[src/rtl/two_bit_adder_if.sv]
// Bus bundle for the 2-bit adder.
//   A, B       : 2-bit unsigned addends (driven by master)
//   SUM        : combinational 3-bit sum, SUM[2] is carry-out
//   SUM_Q      : SUM registered on the rising clock edge
//   CARRY_CNT  : saturating count of clock edges with carry-out set
interface two_bit_adder_if #(
    parameter int unsigned CNT_W = 8
);
    logic [1:0]       A;
    logic [1:0]       B;
    logic [2:0]       SUM;
    logic [2:0]       SUM_Q;
    logic [CNT_W-1:0] CARRY_CNT;

    modport master (
        output A,
        output B,
        input  SUM,
        input  SUM_Q,
        input  CARRY_CNT
    );

    modport slave (
        input  A,
        input  B,
        output SUM,
        output SUM_Q,
        output CARRY_CNT
    );
endinterface

[src/rtl/two_bit_adder.sv]
// Unsigned 2-bit ripple-carry adder with a registered sum and a saturating
// carry-event counter.
//   clk  : rising-edge clock for SUM_Q and CARRY_CNT
//   rst  : asynchronous active-high reset of SUM_Q and CARRY_CNT
//   bus  : slave side of two_bit_adder_if (A, B in; SUM, SUM_Q, CARRY_CNT out)
module two_bit_adder #(
    parameter int unsigned CNT_W = 8
) (
    input  logic             clk,
    input  logic             rst,
    two_bit_adder_if.slave   bus
);
    localparam logic [CNT_W-1:0] CNT_MAX = '1;

    logic             s0;
    logic             c0;
    logic             s1;
    logic             c1;
    logic [2:0]       sum_q;
    logic [CNT_W-1:0] carry_cnt;

    // Ripple chain: half adder on bit 0, full adder on bit 1.
    always_comb begin
        s0 = bus.A[0] ^ bus.B[0];
        c0 = bus.A[0] & bus.B[0];
        s1 = bus.A[1] ^ bus.B[1] ^ c0;
        c1 = (bus.A[1] & bus.B[1]) | (c0 & (bus.A[1] ^ bus.B[1]));
    end

    assign bus.SUM = {c1, s1, s0};

    // Registered sum and carry-event counter; the counter holds at all-ones.
    always_ff @(posedge clk or posedge rst) begin
        if (rst) begin
            sum_q     <= 3'b000;
            carry_cnt <= '0;
        end else begin
            sum_q <= {c1, s1, s0};
            if (c1 && (carry_cnt != CNT_MAX)) begin
                carry_cnt <= carry_cnt + CNT_W'(1);
            end
        end
    end

    assign bus.SUM_Q     = sum_q;
    assign bus.CARRY_CNT = carry_cnt;
endmodule

[src/flat_wrapper.sv]
// flat-port wrapper written by rule: the top's interface ports become plain ports
module two_bit_adder_flat 
#(
    parameter int unsigned CNT_W = 8
)
  (clk, rst, bus_A, bus_B, bus_SUM, bus_SUM_Q, bus_CARRY_CNT);
  two_bit_adder_if #(.CNT_W(CNT_W)) bus_i ();
  input  logic clk;
  input  logic rst;
  input wire logic [$bits(bus_i.A)-1:0] bus_A;
  input wire logic [$bits(bus_i.B)-1:0] bus_B;
  output wire logic [$bits(bus_i.SUM)-1:0] bus_SUM;
  output wire logic [$bits(bus_i.SUM_Q)-1:0] bus_SUM_Q;
  output wire logic [$bits(bus_i.CARRY_CNT)-1:0] bus_CARRY_CNT;
  assign bus_i.A = bus_A;
  assign bus_i.B = bus_B;
  assign bus_SUM = bus_i.SUM;
  assign bus_SUM_Q = bus_i.SUM_Q;
  assign bus_CARRY_CNT = bus_i.CARRY_CNT;
  two_bit_adder #(.CNT_W(CNT_W)) u_core (.clk(clk), .rst(rst), .bus(bus_i));
endmodule
[config.mk]
export PLATFORM = sky130hd
export DESIGN_NAME = two_bit_adder_flat
export DESIGN_NICKNAME = d
export VERILOG_FILES = /design/src/rtl/two_bit_adder_if.sv /design/src/rtl/two_bit_adder.sv /design/src/flat_wrapper.sv
export SDC_FILE = /design/constraint.sdc
export NUM_CORES = 1
export LEC_CHECK = 0
export ABC_CLOCK_PERIOD_IN_PS = 4000
export BUFFER_PORTS_ARGS = -buffer_cell sky130_fd_sc_hd__buf_2
export CAP_MARGIN = 0
export CORE_UTILIZATION = 40
export CTS_CLUSTER_SIZE = 25
export DETAILED_ROUTE_END_ITERATION = 10
export HOLD_SLACK_MARGIN = 0.1
export PLACE_DENSITY = 0.66
export SLEW_MARGIN = 10
export SYNTH_ARGS = -nofsm -noshare
export SYNTH_HDL_FRONTEND = slang
export SYNTH_SLANG_ARGS = --single-unit
[constraint.sdc]
create_clock -name clk -period 4 [get_ports clk]
set_clock_uncertainty 0.2 [all_clocks]
set_input_delay 0.4 -clock clk [delete_from_list [all_inputs] [get_ports clk]]
set_output_delay 0.4 -clock clk [all_outputs]
set_load 0.01 [all_outputs]
== After elaboration in Yosys (flattened, before gate mapping) ==
Cells that the tools add are included.

* Input bits: 6
* Logic and storage cells: 12
* Bits in registers: 11
* Output and inout bits: 14

* Bitwise gates (word level): 7
* $add $sub $neg: 1
* Equality and inequality tests: 1
* Reduce and logical (&&, ||, !) cells: 1

{| class="wikitable"
|+ Operators with widths
! operator !! number
|-
| adder 8 x 1 -> 8 bit (second input constant) || 1
|-
| != test 8 bit (second input constant) || 1
|-
| bitwise AND 1 bit || 3
|-
| bitwise XOR 1 bit || 3
|-
| logical AND 1 bit || 1
|-
| bitwise OR 1 bit || 1
|}

== Depth between registers and ports, before layout ==
* Depth after elaboration: 4
* Mapped depth: 6
* Depth with buffers taken out: 6

== Worst setup path before layout ==
Ideal clock, no wire load.

* Path type: in2reg
* Start: in bus_B[0]
* End: reg u_core.carry_cnt[1] (netlist: u_core.bus.CARRY_CNT[1])
* Slack: 2.094 ns
* Data required time: 3.675 ns
* Data arrival time: 1.581 ns
* Setup time: 0.125 ns
* Stages: 6
* Path through: ha_1 -> inv_1 -> fa_1 -> inv_1 -> o21a_1 -> mux2_2

* Longest elaborated chain between the ends: 4

{| class="wikitable"
|+ RTL lines
! what !! line !! source
|-
| start: declaration || flat_wrapper.sv:11 || <nowiki>input wire logic [$bits(bus_i.B)-1:0] bus_B;</nowiki>
|-
| bitwise AND 1 bit || two_bit_adder.sv:25 || <nowiki>c0 = bus.A[0] & bus.B[0];</nowiki>
|-
| bitwise AND 1 bit || two_bit_adder.sv:27 || <nowiki>c1 = (bus.A[1] & bus.B[1]) | (c0 & (bus.A[1] ^ bus.B[1]));</nowiki>
|-
| bitwise OR 1 bit || two_bit_adder.sv:27 ||
|-
| net u_core.c1 || two_bit_adder.sv:18 || <nowiki>logic c1;</nowiki>
|-
| logical AND 1 bit || two_bit_adder.sv:39 || <nowiki>if (c1 && (carry_cnt != CNT_MAX)) begin</nowiki>
|-
| end signal: assignment || two_bit_adder.sv:40 || <nowiki>carry_cnt <= carry_cnt + CNT_W'(1);</nowiki>
|-
| end: declaration || two_bit_adder.sv:20 || <nowiki>logic [CNT_W-1:0] carry_cnt;</nowiki>
|}

The timed path passes the listed nets, and every way through them passes these cells.
A chain may end at the register's enable or synchronous reset.

== Worst setup path after layout ==
* Start: in bus_B[0]
* End: out bus_SUM[2]

* Longest elaborated chain between the ends: 3

{| class="wikitable"
|+ RTL lines
! what !! line !! source
|-
| bitwise AND 1 bit || two_bit_adder.sv:25 ||
|-
| bitwise AND 1 bit || two_bit_adder.sv:27 ||
|-
| bitwise OR 1 bit || two_bit_adder.sv:27 ||
|-
| end: declaration || flat_wrapper.sv:12 || <nowiki>output wire logic [$bits(bus_i.SUM)-1:0] bus_SUM;</nowiki>
|}

No other way between the ends.

==> results.md <==
- Crit path launch type: input pin
- YS warnings: 0
- Synth top cells by count: 11 x dfrtp_1, 7 x inv_1, 3 x a21oi_1, 3 x buf_4
- Synth top area share: 48.2%
- Critical Path AT: 1.39 ns
- Port buffer count: 19
- TritonCTS Buffers: 3
- Setup slack after placement: 1.92 ns
- Top post-synthesis cells by area: dfrtp_1 48%, a2111oi_4 4.8%, inv_1 4.6%, ha_1 4.4%, buf_4 3.9%
- Worst hold path class: input pin to flip-flop
- Total Nets Final: 80
- Overflow after GRT: 0
- Async S/R FF share, synth: 100%
- Bufs on Longest Clock Path: 2
- Clk_lat worst skew: 0.26 ns
- Iter 0 DRT Violations: 6
- Fillers: 127
- # rows: 13
- Final wirelength: 865 µm
- Post-DP HPWL: 695 µm
- Register area: 275 µm²
- Final WS setup: 2.01 ns
- Synth area leader: dfrtp_1
- DR pass1 iterations: 4
- Status: finished clean
- Initial Utilization: 43.3%
- Die Ht: 39.8 µm
- Max-slew headroom: 72.3%
- Area growth from synthesis to layout: 22.4%
- First-pass GRT wire length: 1.34 mm
- GRT Total Usage: 14.0%
- DRC Markers: 0
- Multi-input gate area: 246 µm²
- Chip Width: 39.8 µm
- Register bit count reported by yosys: 11
- Cell Count, Final, Fillers Out: 85
- CTS Root Cell: clkbuf_4
- Ports: 20
- Largest net degree at the start of global routing: 12
- Core area: 1320 µm²
- Fin crit period: 1.99 ns
- CTS tree: built
- Max Transition Viols Final: 0
- H-tree levels: 1
- Initial antenna violation count: 0
- Crit end category: primary output
- Die footprint: 1580 µm²
- Via Count: 389
- Final Hold Viols: 0
- Max-capacitance violation count: 0
- Finished Core Util: 53.0%
- Post-synth cell types: 23
- Vias in the first global route: 335
- GPL Wtd Cong: 0.757
- ANT cells: 0
- Final setup viols: 0
- RSZ-0062 raised after global routing: no
- Primary FF master, synth: dfrtp_1
- Synth Cell Area: 571 µm²
- Detail Route Antenna Nets: 0
- Post-synthesis cell count: 49
- Leakage: 0.357 nW
- Setup CP Type: input pin to primary output
- Cell area after placement: 662 µm²
- Hold_buf cts: 1
- Share of cells above drive strength 1: 40.0%
- Post-synth EDFFs: 0
- Placed cell count: 80
- Net count after synthesis: 58
- PD cells: 576 nW/µm²
- Worst-margin pin slew: 0.414 ns
- Register area share after synthesis: 48.2%
- Required time of the critical path: 3.40 ns
- Most frequent cell after synthesis: dfrtp_1
- Setup bufs post-CTS: 0
- Syn Area/Cell: 11.6 µm²
- Final instance area: 698 µm²
- Final hold slack: 0.170 ns
- DR WL/cell: 10.2 µm
- CTS clock-pin slew for the worst setup and hold paths: 0.07 ns
- Period Utilization, post-route: 49.6%
- CTS Sinks: 11
- Max Freq: 504 MHz
- Peak VDD IR: 0.297 mV
- Post-CTS Resized: 0
- Drt via density: 4.58
- CP max FO: 4
- Setup TNS: 0 ns
- Final Power: 0.402 mW
## path summary, 6_finish.rpt
path	from	to	slack (ns)	cells after the start
setup / recovery	bus_B[0]	bus_SUM[2]	2.01	6
hold / removal	bus_A[0]	u_core.bus.SUM_Q[0]	0.17	2
setup reg to reg	u_core.bus.CARRY_CNT[0]	u_core.bus.CARRY_CNT[1]	2.40	4
hold reg to reg	u_core.bus.CARRY_CNT[0]	u_core.bus.CARRY_CNT[0]	0.31	1
max in group asynchronous	rst	u_core.bus.CARRY_CNT[4]	2.85	3
min in group asynchronous	rst	u_core.bus.SUM_Q[1]	0.47	3
## state kept, by name, summed over array words and instances, names as in the netlist
register and count:
u_core.bus.CARRY_CNT 8, u_core.bus.SUM_Q 3
## layout make-up
cell class | count | area share (%)
clock buffers | 4 | 3.76
inverters | 7 | 3.76
multi-input cells | 28 | 35.3
flip-flops and latches | 11 | 39.4
well taps | 15 | 2.69
repair buffers | 20 | 15.1
## kinds of logic after synthesis
kind of cell    share of synthesized area [%]
buf+inv                                  8.55
compound gates                           11.0
mux                                      3.95
flops                                    48.2
simple gates                             14.3
fa+ha+maj                                7.89
xor+xnor                                 6.14
## critical path: stages
cell and delay, ns:
buf_2 0.08, ha_1 0.13, inv_1 0.05, fa_1 0.44
inv_1 0.14, buf_2 0.15
## per-layer routing
metal	vias up	wire length [µm]	part of all wire [%]	GRT usage (%)
met3	2	45	5.2	8.52
met5	-	0	0	0
li1	210	-	-	-
met4	0	12	1.4	7.76
met1	169	393	45	14.3
met2	8	413	48	21.7
## power breakdown
group / internal, mW / total, mW / switching, mW
clock network: 0.0385 / 0.0730 / 0.0345
registers: 0.148 / 0.189 / 0.0404
logic: 0.0693 / 0.140 / 0.0710
total: 0.256 / 0.402 / 0.146
## cells in the final DEF (no fill, tap or decap)
master	count
o21ai_0	1
nor2_1	1
nand2_1	2
clkbuf_4	3
o211ai_1	1
nand3_1	2
ha_1	2
dfrtp_1	11
clkbuf_1	1
xor2_1	2
buf_2	19
o21a_1	1
a21oi_1	3
and3b_1	1
mux2_2	2
xnor2_1	2
nand2b_1	1
dlygate4sd3_1	1
and4_2	1
and4_4	1
fa_1	1
inv_1	7
nand4_1	1
a2111oi_4	1
and2_2	1
and4b_1	1
Note: power is estimated with default switching activity, not from simulation.
